## src/rtl/decode_pipe_stage_if.sv

```systemverilog
// Fetch-to-decode handshake plus the registered ID/EX payload toward execute.
// The decode stage uses the slave view and the surrounding pipeline uses the master view.
interface decode_pipe_stage_if #(
    parameter int unsigned DW = 32
);
    logic          in_valid;
    logic          in_ready;
    logic [31:0]   instruction;
    logic [3:0]    status_reg;
    logic          out_valid;
    logic          out_ready;
    logic [3:0]    ex_cmd;
    logic          mem_r_en;
    logic          mem_w_en;
    logic          wb_en_out;
    logic          s_out;
    logic          b_out;
    logic          imm_out;
    logic [DW-1:0] val_rn;
    logic [DW-1:0] val_rm;
    logic [11:0]   shift_op;
    logic [23:0]   simm24;
    logic [3:0]    dest;
    logic [3:0]    src1;
    logic [3:0]    src2;
    logic          two_src;

    modport master (
        output in_valid, instruction, status_reg, out_ready,
        input  in_ready, out_valid, ex_cmd, mem_r_en, mem_w_en, wb_en_out, s_out, b_out,
               imm_out, val_rn, val_rm, shift_op, simm24, dest, src1, src2, two_src
    );

    modport slave (
        input  in_valid, instruction, status_reg, out_ready,
        output in_ready, out_valid, ex_cmd, mem_r_en, mem_w_en, wb_en_out, s_out, b_out,
               imm_out, val_rn, val_rm, shift_op, simm24, dest, src1, src2, two_src
    );
endinterface

```

## src/rtl/decode_pipe_stage.sv

```systemverilog
// ARM-style instruction decode stage: field decode, condition check, register file
// with optional write-to-read forwarding, and a stallable/flushable ID/EX register.
module decode_pipe_stage #(
    parameter int unsigned DW     = 32,
    parameter int unsigned NREG   = 16,
    parameter int unsigned BYPASS = 1
) (
    input  logic              clk,
    input  logic              rst,
    input  logic              hazard,
    input  logic              flush,
    input  logic              wb_en,
    input  logic [3:0]        wb_dest,
    input  logic [DW-1:0]     wb_data,
    decode_pipe_stage_if.slave bus
);
    localparam int unsigned AW = $clog2(NREG);

    typedef struct packed {
        logic          valid;
        logic [3:0]    ex_cmd;
        logic          mem_r_en;
        logic          mem_w_en;
        logic          wb_en_out;
        logic          s_out;
        logic          b_out;
        logic          imm_out;
        logic [DW-1:0] val_rn;
        logic [DW-1:0] val_rm;
        logic [11:0]   shift_op;
        logic [23:0]   simm24;
        logic [3:0]    dest;
        logic [3:0]    src1;
        logic [3:0]    src2;
        logic          two_src;
    } idex_t;

    logic [DW-1:0] rf [NREG];
    logic [DW-1:0] val_rn_c, val_rm_c;
    logic [AW-1:0] ra_c, rb_c;
    idex_t         dec_c, idex_n, idex_q;
    logic          advance_c, live_c, is_str_c;

    logic [3:0] cond_f, opcode_f, rn_f, rd_f, rm_f;
    logic [1:0] mode_f;
    logic       imm_f, s_f;

    assign cond_f   = bus.instruction[31:28];
    assign mode_f   = bus.instruction[27:26];
    assign imm_f    = bus.instruction[25];
    assign opcode_f = bus.instruction[24:21];
    assign s_f      = bus.instruction[20];
    assign rn_f     = bus.instruction[19:16];
    assign rd_f     = bus.instruction[15:12];
    assign rm_f     = bus.instruction[3:0];
    assign is_str_c = (mode_f == 2'b01) && !s_f;

    function automatic logic cond_pass(input logic [3:0] c, input logic [3:0] f);
        logic n, z, cf, v;
        {n, z, cf, v} = f;
        case (c)
            4'h0:    cond_pass = z;
            4'h1:    cond_pass = !z;
            4'h2:    cond_pass = cf;
            4'h3:    cond_pass = !cf;
            4'h4:    cond_pass = n;
            4'h5:    cond_pass = !n;
            4'h6:    cond_pass = v;
            4'h7:    cond_pass = !v;
            4'h8:    cond_pass = cf && !z;
            4'h9:    cond_pass = !cf || z;
            4'hA:    cond_pass = (n == v);
            4'hB:    cond_pass = (n != v);
            4'hC:    cond_pass = !z && (n == v);
            4'hD:    cond_pass = z || (n != v);
            4'hE:    cond_pass = 1'b1;
            default: cond_pass = 1'b0;
        endcase
    endfunction

    // Register file: synchronous clear and write, asynchronous reads
    always_ff @(posedge clk) begin
        if (!rst) begin
            for (int i = 0; i < int'(NREG); i++) rf[i] <= '0;
        end else if (wb_en) begin
            rf[wb_dest[AW-1:0]] <= wb_data;
        end
    end

    always_comb begin
        ra_c     = rn_f[AW-1:0];
        rb_c     = is_str_c ? rd_f[AW-1:0] : rm_f[AW-1:0];
        val_rn_c = rf[ra_c];
        val_rm_c = rf[rb_c];
        if (BYPASS != 0 && wb_en && wb_dest[AW-1:0] == ra_c) val_rn_c = wb_data;
        if (BYPASS != 0 && wb_en && wb_dest[AW-1:0] == rb_c) val_rm_c = wb_data;
    end

    always_comb begin
        dec_c          = '0;
        dec_c.imm_out  = imm_f;
        dec_c.val_rn   = val_rn_c;
        dec_c.val_rm   = val_rm_c;
        dec_c.shift_op = bus.instruction[11:0];
        dec_c.simm24   = bus.instruction[23:0];
        dec_c.dest     = rd_f;
        dec_c.src1     = rn_f;
        dec_c.src2     = is_str_c ? rd_f : rm_f;
        dec_c.two_src  = !imm_f || is_str_c;
        case (mode_f)
            2'b00: begin
                dec_c.wb_en_out = 1'b1;
                dec_c.s_out     = s_f;
                case (opcode_f)
                    4'b1101: dec_c.ex_cmd = 4'b0001;
                    4'b1111: dec_c.ex_cmd = 4'b1001;
                    4'b0100: dec_c.ex_cmd = 4'b0010;
                    4'b0101: dec_c.ex_cmd = 4'b0011;
                    4'b0010: dec_c.ex_cmd = 4'b0100;
                    4'b0110: dec_c.ex_cmd = 4'b0101;
                    4'b0000: dec_c.ex_cmd = 4'b0110;
                    4'b1100: dec_c.ex_cmd = 4'b0111;
                    4'b0001: dec_c.ex_cmd = 4'b1000;
                    4'b1010: begin
                        dec_c.ex_cmd    = 4'b0100;
                        dec_c.wb_en_out = 1'b0;
                        dec_c.s_out     = 1'b1;
                    end
                    4'b1000: begin
                        dec_c.ex_cmd    = 4'b0110;
                        dec_c.wb_en_out = 1'b0;
                        dec_c.s_out     = 1'b1;
                    end
                    default: begin
                        dec_c.wb_en_out = 1'b0;
                        dec_c.s_out     = 1'b0;
                    end
                endcase
            end
            2'b01: begin
                dec_c.ex_cmd    = 4'b0010;
                dec_c.mem_r_en  = s_f;
                dec_c.wb_en_out = s_f;
                dec_c.mem_w_en  = !s_f;
            end
            2'b10:   dec_c.b_out = 1'b1;
            default: ;
        endcase
        // A failed condition still occupies the slot but has no side effects
        if (!cond_pass(cond_f, bus.status_reg)) begin
            dec_c.ex_cmd    = '0;
            dec_c.mem_r_en  = 1'b0;
            dec_c.mem_w_en  = 1'b0;
            dec_c.wb_en_out = 1'b0;
            dec_c.s_out     = 1'b0;
            dec_c.b_out     = 1'b0;
        end
    end

    assign advance_c = bus.out_ready || !idex_q.valid;
    assign live_c    = bus.in_valid && !hazard && !flush;

    // Next ID/EX contents; bubbles never carry live enables
    always_comb begin
        idex_n = idex_q;
        if (advance_c) begin
            idex_n       = dec_c;
            idex_n.valid = live_c;
        end else if (flush) begin
            idex_n.valid = 1'b0;
        end
        if (!idex_n.valid) begin
            idex_n.ex_cmd    = '0;
            idex_n.mem_r_en  = 1'b0;
            idex_n.mem_w_en  = 1'b0;
            idex_n.wb_en_out = 1'b0;
            idex_n.s_out     = 1'b0;
            idex_n.b_out     = 1'b0;
        end
    end

    always_ff @(posedge clk) begin
        if (!rst) idex_q <= '0;
        else      idex_q <= idex_n;
    end

    assign bus.in_ready  = rst && !hazard && advance_c;
    assign bus.out_valid = idex_q.valid;
    assign bus.ex_cmd    = idex_q.ex_cmd;
    assign bus.mem_r_en  = idex_q.mem_r_en;
    assign bus.mem_w_en  = idex_q.mem_w_en;
    assign bus.wb_en_out = idex_q.wb_en_out;
    assign bus.s_out     = idex_q.s_out;
    assign bus.b_out     = idex_q.b_out;
    assign bus.imm_out   = idex_q.imm_out;
    assign bus.val_rn    = idex_q.val_rn;
    assign bus.val_rm    = idex_q.val_rm;
    assign bus.shift_op  = idex_q.shift_op;
    assign bus.simm24    = idex_q.simm24;
    assign bus.dest      = idex_q.dest;
    assign bus.src1      = idex_q.src1;
    assign bus.src2      = idex_q.src2;
    assign bus.two_src   = idex_q.two_src;
endmodule

```

## src/flat_wrapper.sv

```systemverilog
// flat-port wrapper written by rule: the top's interface ports become plain ports
module decode_pipe_stage_flat 
#(
    parameter int unsigned DW     = 32,
    parameter int unsigned NREG   = 16,
    parameter int unsigned BYPASS = 1
)
  (clk, rst, hazard, flush, wb_en, wb_dest, wb_data, bus_in_valid, bus_instruction, bus_status_reg, bus_out_ready, bus_in_ready, bus_out_valid, bus_ex_cmd, bus_mem_r_en, bus_mem_w_en, bus_wb_en_out, bus_s_out, bus_b_out, bus_imm_out, bus_val_rn, bus_val_rm, bus_shift_op, bus_simm24, bus_dest, bus_src1, bus_src2, bus_two_src);
  decode_pipe_stage_if #(.DW(DW)) bus_i ();
  input  logic clk;
  input  logic rst;
  input  logic hazard;
  input  logic flush;
  input  logic wb_en;
  input  logic [3:0] wb_dest;
  input  logic [DW-1:0] wb_data;
  input wire logic [$bits(bus_i.in_valid)-1:0] bus_in_valid;
  input wire logic [$bits(bus_i.instruction)-1:0] bus_instruction;
  input wire logic [$bits(bus_i.status_reg)-1:0] bus_status_reg;
  input wire logic [$bits(bus_i.out_ready)-1:0] bus_out_ready;
  output wire logic [$bits(bus_i.in_ready)-1:0] bus_in_ready;
  output wire logic [$bits(bus_i.out_valid)-1:0] bus_out_valid;
  output wire logic [$bits(bus_i.ex_cmd)-1:0] bus_ex_cmd;
  output wire logic [$bits(bus_i.mem_r_en)-1:0] bus_mem_r_en;
  output wire logic [$bits(bus_i.mem_w_en)-1:0] bus_mem_w_en;
  output wire logic [$bits(bus_i.wb_en_out)-1:0] bus_wb_en_out;
  output wire logic [$bits(bus_i.s_out)-1:0] bus_s_out;
  output wire logic [$bits(bus_i.b_out)-1:0] bus_b_out;
  output wire logic [$bits(bus_i.imm_out)-1:0] bus_imm_out;
  output wire logic [$bits(bus_i.val_rn)-1:0] bus_val_rn;
  output wire logic [$bits(bus_i.val_rm)-1:0] bus_val_rm;
  output wire logic [$bits(bus_i.shift_op)-1:0] bus_shift_op;
  output wire logic [$bits(bus_i.simm24)-1:0] bus_simm24;
  output wire logic [$bits(bus_i.dest)-1:0] bus_dest;
  output wire logic [$bits(bus_i.src1)-1:0] bus_src1;
  output wire logic [$bits(bus_i.src2)-1:0] bus_src2;
  output wire logic [$bits(bus_i.two_src)-1:0] bus_two_src;
  assign bus_i.in_valid = bus_in_valid;
  assign bus_i.instruction = bus_instruction;
  assign bus_i.status_reg = bus_status_reg;
  assign bus_i.out_ready = bus_out_ready;
  assign bus_in_ready = bus_i.in_ready;
  assign bus_out_valid = bus_i.out_valid;
  assign bus_ex_cmd = bus_i.ex_cmd;
  assign bus_mem_r_en = bus_i.mem_r_en;
  assign bus_mem_w_en = bus_i.mem_w_en;
  assign bus_wb_en_out = bus_i.wb_en_out;
  assign bus_s_out = bus_i.s_out;
  assign bus_b_out = bus_i.b_out;
  assign bus_imm_out = bus_i.imm_out;
  assign bus_val_rn = bus_i.val_rn;
  assign bus_val_rm = bus_i.val_rm;
  assign bus_shift_op = bus_i.shift_op;
  assign bus_simm24 = bus_i.simm24;
  assign bus_dest = bus_i.dest;
  assign bus_src1 = bus_i.src1;
  assign bus_src2 = bus_i.src2;
  assign bus_two_src = bus_i.two_src;
  decode_pipe_stage #(.DW(DW), .NREG(NREG), .BYPASS(BYPASS)) u_core (.clk(clk), .rst(rst), .hazard(hazard), .flush(flush), .wb_en(wb_en), .wb_dest(wb_dest), .wb_data(wb_data), .bus(bus_i));
endmodule
```

## config.mk

```make
export PLATFORM = sky130hd
export DESIGN_NAME = decode_pipe_stage_flat
export DESIGN_NICKNAME = d
export VERILOG_FILES = /design/src/rtl/decode_pipe_stage_if.sv /design/src/rtl/decode_pipe_stage.sv /design/src/flat_wrapper.sv
export SDC_FILE = /design/constraint.sdc
export NUM_CORES = 1
export LEC_CHECK = 0
export BUFFER_PORTS_ARGS = -buffer_cell sky130_fd_sc_hd__buf_2
export CAP_MARGIN = 0
export CORE_UTILIZATION = 30
export CTS_BUF_LIST = sky130_fd_sc_hd__clkbuf_8
export CTS_CLUSTER_DIAMETER = 200
export DETAILED_ROUTE_END_ITERATION = 16
export PLACE_DENSITY = 0.56
export SYNTH_ARGS = -nofsm -noshare
export SYNTH_HDL_FRONTEND = slang
export SYNTH_SLANG_ARGS = --single-unit
```

## constraint.sdc

```tcl
create_clock -name clk -period 4.9 [get_ports clk]
set_input_delay 0.49 -clock clk [delete_from_list [all_inputs] [get_ports clk]]
set_output_delay 0.49 -clock clk [all_outputs]
set_load 0.1 [all_outputs]
```

==> results of run 1 <==
==> layout make-up <==
| cell class | count | area, sq um |
|---|---|---|
| clock buffers | 132 | 1820 |
| clock inverters | 72 | 437 |
| multi-input cells | 2023 | 15000 |
| repair buffers | 300 | 1990 |
| inverters | 7 | 26.3 |
| diodes | 7 | 17.5 |
| well taps | 1488 | 1860 |
| flip-flops and latches | 616 | 17500 |
| fillers | 10868 | 72000 |
==> what timing repair did <==
item                                   in CTS  in global routing
hold buffers                                9                  0
endpoints found under the hold margin      10                  0
buffers inserted                            0                  0
==> path summary, 6_finish.rpt <==
kind,start,end
min,bus_instruction[2],u_core.bus.simm24[2]$_SDFFE_PN0N_
min reg2reg,u_core.bus.simm24[20]$_SDFFE_PN0N_,u_core.bus.simm24[20]$_SDFFE_PN0N_
max reg2reg,u_core.bus.out_valid$_SDFF_PN0_,u_core.bus.ex_cmd[2]$_SDFFE_PN0N_
max,bus_instruction[26],u_core.bus.val_rm[18]$_SDFFE_PN0N_
==> routing by layer <==
metal  wire [microns]  global-route usage, %  share of wire (%)
met5               83                      0              0.064
met4             4880                   9.00                3.8
met3            14100                   5.27                 11
met2            57400                   34.8                 44
met1            52800                   30.3                 41
==> metrics by stage <==
| step | cells | area, sq um | power [W] |
|---|---|---|---|
| 2_1_floorplan | 2947 | 33500 | 0.00795 |
| 3_3_place_gp | 4425 | 36300 | 0.00874 |
| 3_5_place_dp | 4425 | 36300 | 0.00875 |
| 4_1_cts | 4638 | 38600 | 0.0137 |
| 5_1_grt | 4640 | 38600 | 0.0141 |
| 6_report | 4645 | 38700 | 0.0137 |
==> cell usage after synthesis, types with 67 or more instances <==
master / number
and2_1: 517
edfxtp_1: 512
nand2_1: 418
clkbuf_1: 212
mux4_2: 163
dfxtp_1: 104
o21ai_0: 103
mux2i_1: 99
a211oi_1: 96
a21oi_1: 93
nand3_1: 86
nor2b_1: 67
==> power by group through the flow <==
stage	Combinational [W]	Clock (W)	Sequential (W)
after floorplan	0.00113	0	0.00682
after global placement	0.00241	0	0.00633
after detailed placement	0.00241	0	0.00634
after CTS	0.00243	0.00505	0.00623
after global routing	0.00255	0.00529	0.00627
final	0.00244	0.00500	0.00623
==> kinds of logic (layout without fill, tap and decap cells) <==
family                 after synthesis  after routing  synth area share [%]
AO/OA/AOI/OAI                      539            539                  10.5
XOR/XNOR                            14             14                 0.367
buffers and inverters              308            511                  3.85
flip-flops                         616            616                  52.2
multiplexers                       270            270                  14.3
other                                0              7                     0
AND/OR/NAND/NOR                   1200           1200                  18.8
==> sequential cells by signal, summed over array words and instances (netlist names), 3 cells and up <==
register,flops
u_core.rf,512
u_core.bus.src1,3
u_core.bus.ex_cmd,4
u_core.bus.simm24,18
u_core.bus.src2,4
u_core.bus.val_rn,32
u_core.bus.val_rm,32
u_core.bus.dest,3
==> worst reg2reg max path, delay by kind of cell (launching register included) <==
kind	cells	cell delay (ps)
and+or+nand+nor	3	1010
DFF	1	380
AOI/OAI and AO/OA	3	960
==> qor.yml, run 1 <==
syn2layout_area_growth_pct: 15.6
die_h_microns: 336
utilization_pct: 34.9
ios: 204
maxSlewHeadroom_pct: 19.2
critPathKind: "input port to flip-flop"
cts_root_buffer: "clkbuf_8"
cts-resized-gates: 0
ys_warn_count: 0
syn_nets: 3026
r2r_slack_ps: 2500
place_worst_setup_slack_ps: 1030
drcViolationCount: 0
cts-buffers-inserted: 108
fmax_ghz: 0.316
ys_ff_latch: 616
finalWeightedCongestion: 0.846
synth_edf_count: 512
p_leak_nw: 14.1
yosysTopAreaCell: "edfxtp_1"
drt_iter0_drc: 3408
final_common_cell: "and2_1"
avgSynthCellArea_sq_um: 11.4
clock_skew_ps: 33.0
hold_violations: 0
slew_viol_final: 0
start_util_pct: 30.2
required_ps: 5590
path_max_fanout: 71
synth_top_area_share_pct: 46.0
powerDensity_nw_per_um2: 354
grt_overflow_total: 0
endpoint_kind: "flip-flop"
p_seq_share_pct: 45.6
peakVddDrop_mv: 0.167
period_minus_slack_ps: 3170
wl_per_cell_microns: 27.8
core_area_sq_um: 111000
r2r_cells: 6
cts-htree-levels: 3
cts_buffer_depth: 3
p_sw_w: 0.00432
fp-row-count: 122
viasPerCell: 5.60
fin_crit_sh_pct: 64.7
status: "finished clean"
slowest_stage: "buf_4"
grt_pass1_wl_microns: 182000
yosysSeqAreaShare_pct: 52.2
setup_viol: 0
finalWorstSetupSlack_ps: 1730
cpPeakStageDelay_ps: 770
clkSinkCount: 616
synth_area_sq_um: 33500
finalSetupTns_ps: 0
hpwl_microns: 76000
p_sw_share_pct: 31.6
ant_nets: 0
nets: 3135
antenna_found_initial: 19
holdWs_ps: 38.7
portBuffers: 203
grt_pass1_vias: 24898
p_int_w: 0.00936
worstSkewPairLatency_ps: 770
ys.flop_type: "edfxtp_1"
yosysUniqueCellTypes: 62
crit_buf_inv: 4
drv_cap: 0
cpLargestDelayFamily: "buffers and inverters"
clkPwrFrac_pct: 36.6
vias: 26025
cp_cell_sequence: "buf_2, nor3b_2, buf_12, mux2i_4, buf_4, nor2_4, buf_12, nand2_1, a21oi_1, a2111oi_0, a2bb2oi_1"
synthTopCellsByArea: "edfxtp_1 (46%), mux4_2 (11%), and2_1 (9.7%)"
crit_arrival_ps: 3860
worst_pin_slew_ps: 1210
die_x_microns: 336
cts_tree: "done"
hold_class: "input port to flip-flop"
drtPass1Iterations: 5
async_flop_share_pct: 0
wl_microns: 129000
grt_start_max_net_pins: 89
min_path_cells: 3
clk_pin_slew_ps: 60
cpMostUsedCell: "buf_12"
most-common-layout-cells: "and2_1 (516), edfxtp_1 (512), nand2_1 (418)"
fp.dieArea_sq_um: 113000
pwr-share-comb_pct: 17.8
grt_setup_unrepaired: "false"
cp-start-kind: "input port"
worst-path-stages: 11
drive_above_1_share_pct: 21.3
synth_cells: 2947
grt_use_total_pct: 22.5
No activity file was read; power rests on OpenSTA's default activity.
==> run 2: changes to the inputs <==
PLACE_DENSITY = 0.58   (was 0.56)
clock period = 2.7 ns   (was 4.9 ns; I/O delays follow)
==> run 2 against run 1 <==
  * Global-route usage decreased by 0.38 points
  * Clock skew is essentially flat
  * Core utilization is 1.4 points higher
  * Power grew 78%
  * First-iteration DRC count is 6.7% lower
  * Sequential power up 81%
  * Non-clock buffer count up 157
  * Cell area increased by 4.1%
  * Highest routed layer is now met4
==> qor.yml, run 2 (synthesis gave the netlist of run 1 again) <==
grt_start_max_net_pins: 102
finalWeightedCongestion: 0.875
wl_microns: 127000
core_area_sq_um: 111000
path_max_fanout: 101
status: "finished clean"
crit_start: "u_core.bus.out_valid$_SDFF_PN0_"
seqCellArea_sq_um: 17500
wl_per_cell_microns: 26.5
p_leak_nw: 15.0
largest_reg_flops: 512
cts_tree: "done"
maxSlewHeadroom_pct: 13.0
worst_pin_slew_ps: 1300
total_power_w: 0.0244
endpoint: "bus_in_ready"
multi_input_area_sq_um: 15100
setup_viol: 0
drtPass1Iterations: 6
portBuffers: 203
final_cell_area_sq_um: 40200
powerDensity_nw_per_um2: 606
cts_buffer_depth: 3
most-common-layout-cells: "and2_1 (516), edfxtp_1 (512), nand2_1 (418)"
grt_pass1_vias: 25260
finalSetupTns_ps: 0
required_ps: 2430
clkSinkCount: 616
drt_iter0_drc: 3180
vias: 26468
drv_cap: 0
viasPerCell: 5.53
antenna_found_initial: 7
die_h_microns: 336
r2r_start: "u_core.bus.out_valid$_SDFF_PN0_"
top_register: "u_core.rf"
fillers: 10735
start_util_pct: 30.2
drive_above_1_share_pct: 22.9
ant_nets: 0
cts_root_buffer: "clkbuf_8"
fp-row-count: 122
endpoint_kind: "output pin"
hold_start: "bus_instruction[15]"
dpl_cell_area_sq_um: 37600
hold_violations: 0
slew_viol_final: 0
worstSkewPairLatency_ps: 770
grt_overflow_total: 0
peakVddDrop_mv: 0.349
final_common_cell: "and2_1"
cts-buffers-inserted: 103
r2r_slack_ps: 470
hpwl_microns: 79500
nets: 3287
post_cts_buffers: 0
clk_pin_slew_ps: 60
drcViolationCount: 0
rr_endpoint: "u_core.bus.ex_cmd[3]$_SDFFE_PN0N_"
fp.dieArea_sq_um: 113000
crit_arrival_ps: 2280
cts-htree-levels: 3
clock_skew_ps: 33.1
cp-start-kind: "flip-flop"
hold_class: "input port to flip-flop"
fin_crit_sh_pct: 94.4
grt_setup_unrepaired: "false"
syn2layout_area_growth_pct: 20.3
r2r_cells: 8
ios: 204
fmax_ghz: 0.392
grt_pass1_wl_microns: 181000
period_minus_slack_ps: 2550
critPathKind: "flip-flop to output pin"
grt_use_total_pct: 22.1
die_x_microns: 336
holdWs_ps: 82.4
[run 2: cell count changes in the layout (fill, tap and decap cells not counted)]
cell | before | now
bufinv_16 | 4 | 2
clkinv_2 | 17 | 13
buf_4 | 76 | 143
nor2b_1 | 66 | 65
buf_12 | 16 | 54
inv_1 | 39 | 48
diode_2 | 7 | 5
inv_8 | 3 | 0
nor3b_2 | 2 | 1
dlygate4sd3_1 | 9 | 61
clkbuf_8 | 132 | 123
clkinvlp_4 | 2 | 0
nor3b_4 | 0 | 1
nor2b_2 | 1 | 2
[run 2: per-stage QoR]
stage / setup slack (ps) / utilization [%] / cells
2_1_floorplan: 208 / - / 2947
5_1_grt: 36.6 / 36.3 / 4786
6_report: 151 / 36.3 / 4789
4_1_cts: 66.9 / 36.3 / 4784
3_3_place_gp: 53.7 / 33.9 / 4530
3_5_place_dp: 102 / 33.9 / 4530
[run 2: routing by layer]
metal / GRT usage (%) / wire, microns / vias to the layer above
met5: 0 / 0 / -
met4: 8.63 / 4870 / 0
met3: 4.03 / 12100 / 279
met2: 36.2 / 59100 / 1586
met1: 28.9 / 51000 / 13200
li1: - / - / 11403
[run 2: area by class of cell]
cell class	count	share of cell area [%]
tap	1488	4.63
clock buffer	123	4.21
inverter	7	0.0653
sequential	616	43.4
multi-input combinational	2023	37.4
timing repair buffer	457	9.39
clock inverter	70	0.849
antenna	5	0.0311
[run 2: how the worst min path moves through the flow]
stage	to	slack (ps)	cells after the start
2_1_floorplan	u_core.bus.two_src$_SDFFE_PN0N_	370	1
3_3_place_gp	u_core.bus.val_rm[13]$_SDFFE_PN0N_	440	2
3_5_place_dp	u_core.bus.val_rm[13]$_SDFFE_PN0N_	440	2
4_1_cts	u_core.bus.simm24[15]$_SDFFE_PN0N_	4	4
5_1_grt	u_core.bus.simm24[15]$_SDFFE_PN0N_	60	4
6_report	u_core.bus.simm24[15]$_SDFFE_PN0N_	80	4
[run 2: where the power goes]
group,switching (W),leakage [nW],total [W],internal (W)
sequential,0.000428,5.75,0.0113,0.0109
clock,0.00405,1.21,0.00836,0.00431
combinational,0.00320,8.00,0.00470,0.00150
total,0.00768,15.0,0.0244,0.0167
[run 2: critical path: stages (launching register included)]
cell and delay, ps:
dfxtp_1 340, nand2b_4 90, buf_12 390, and2_2 290, nor2b_2 200, buf_12 190
[run 2: timing repair]
action	in CTS	in global routing
hold endpoints to repair	115	0
gates resized for setup	0	0
hold buffers	61	0
setup endpoints to repair	0	0
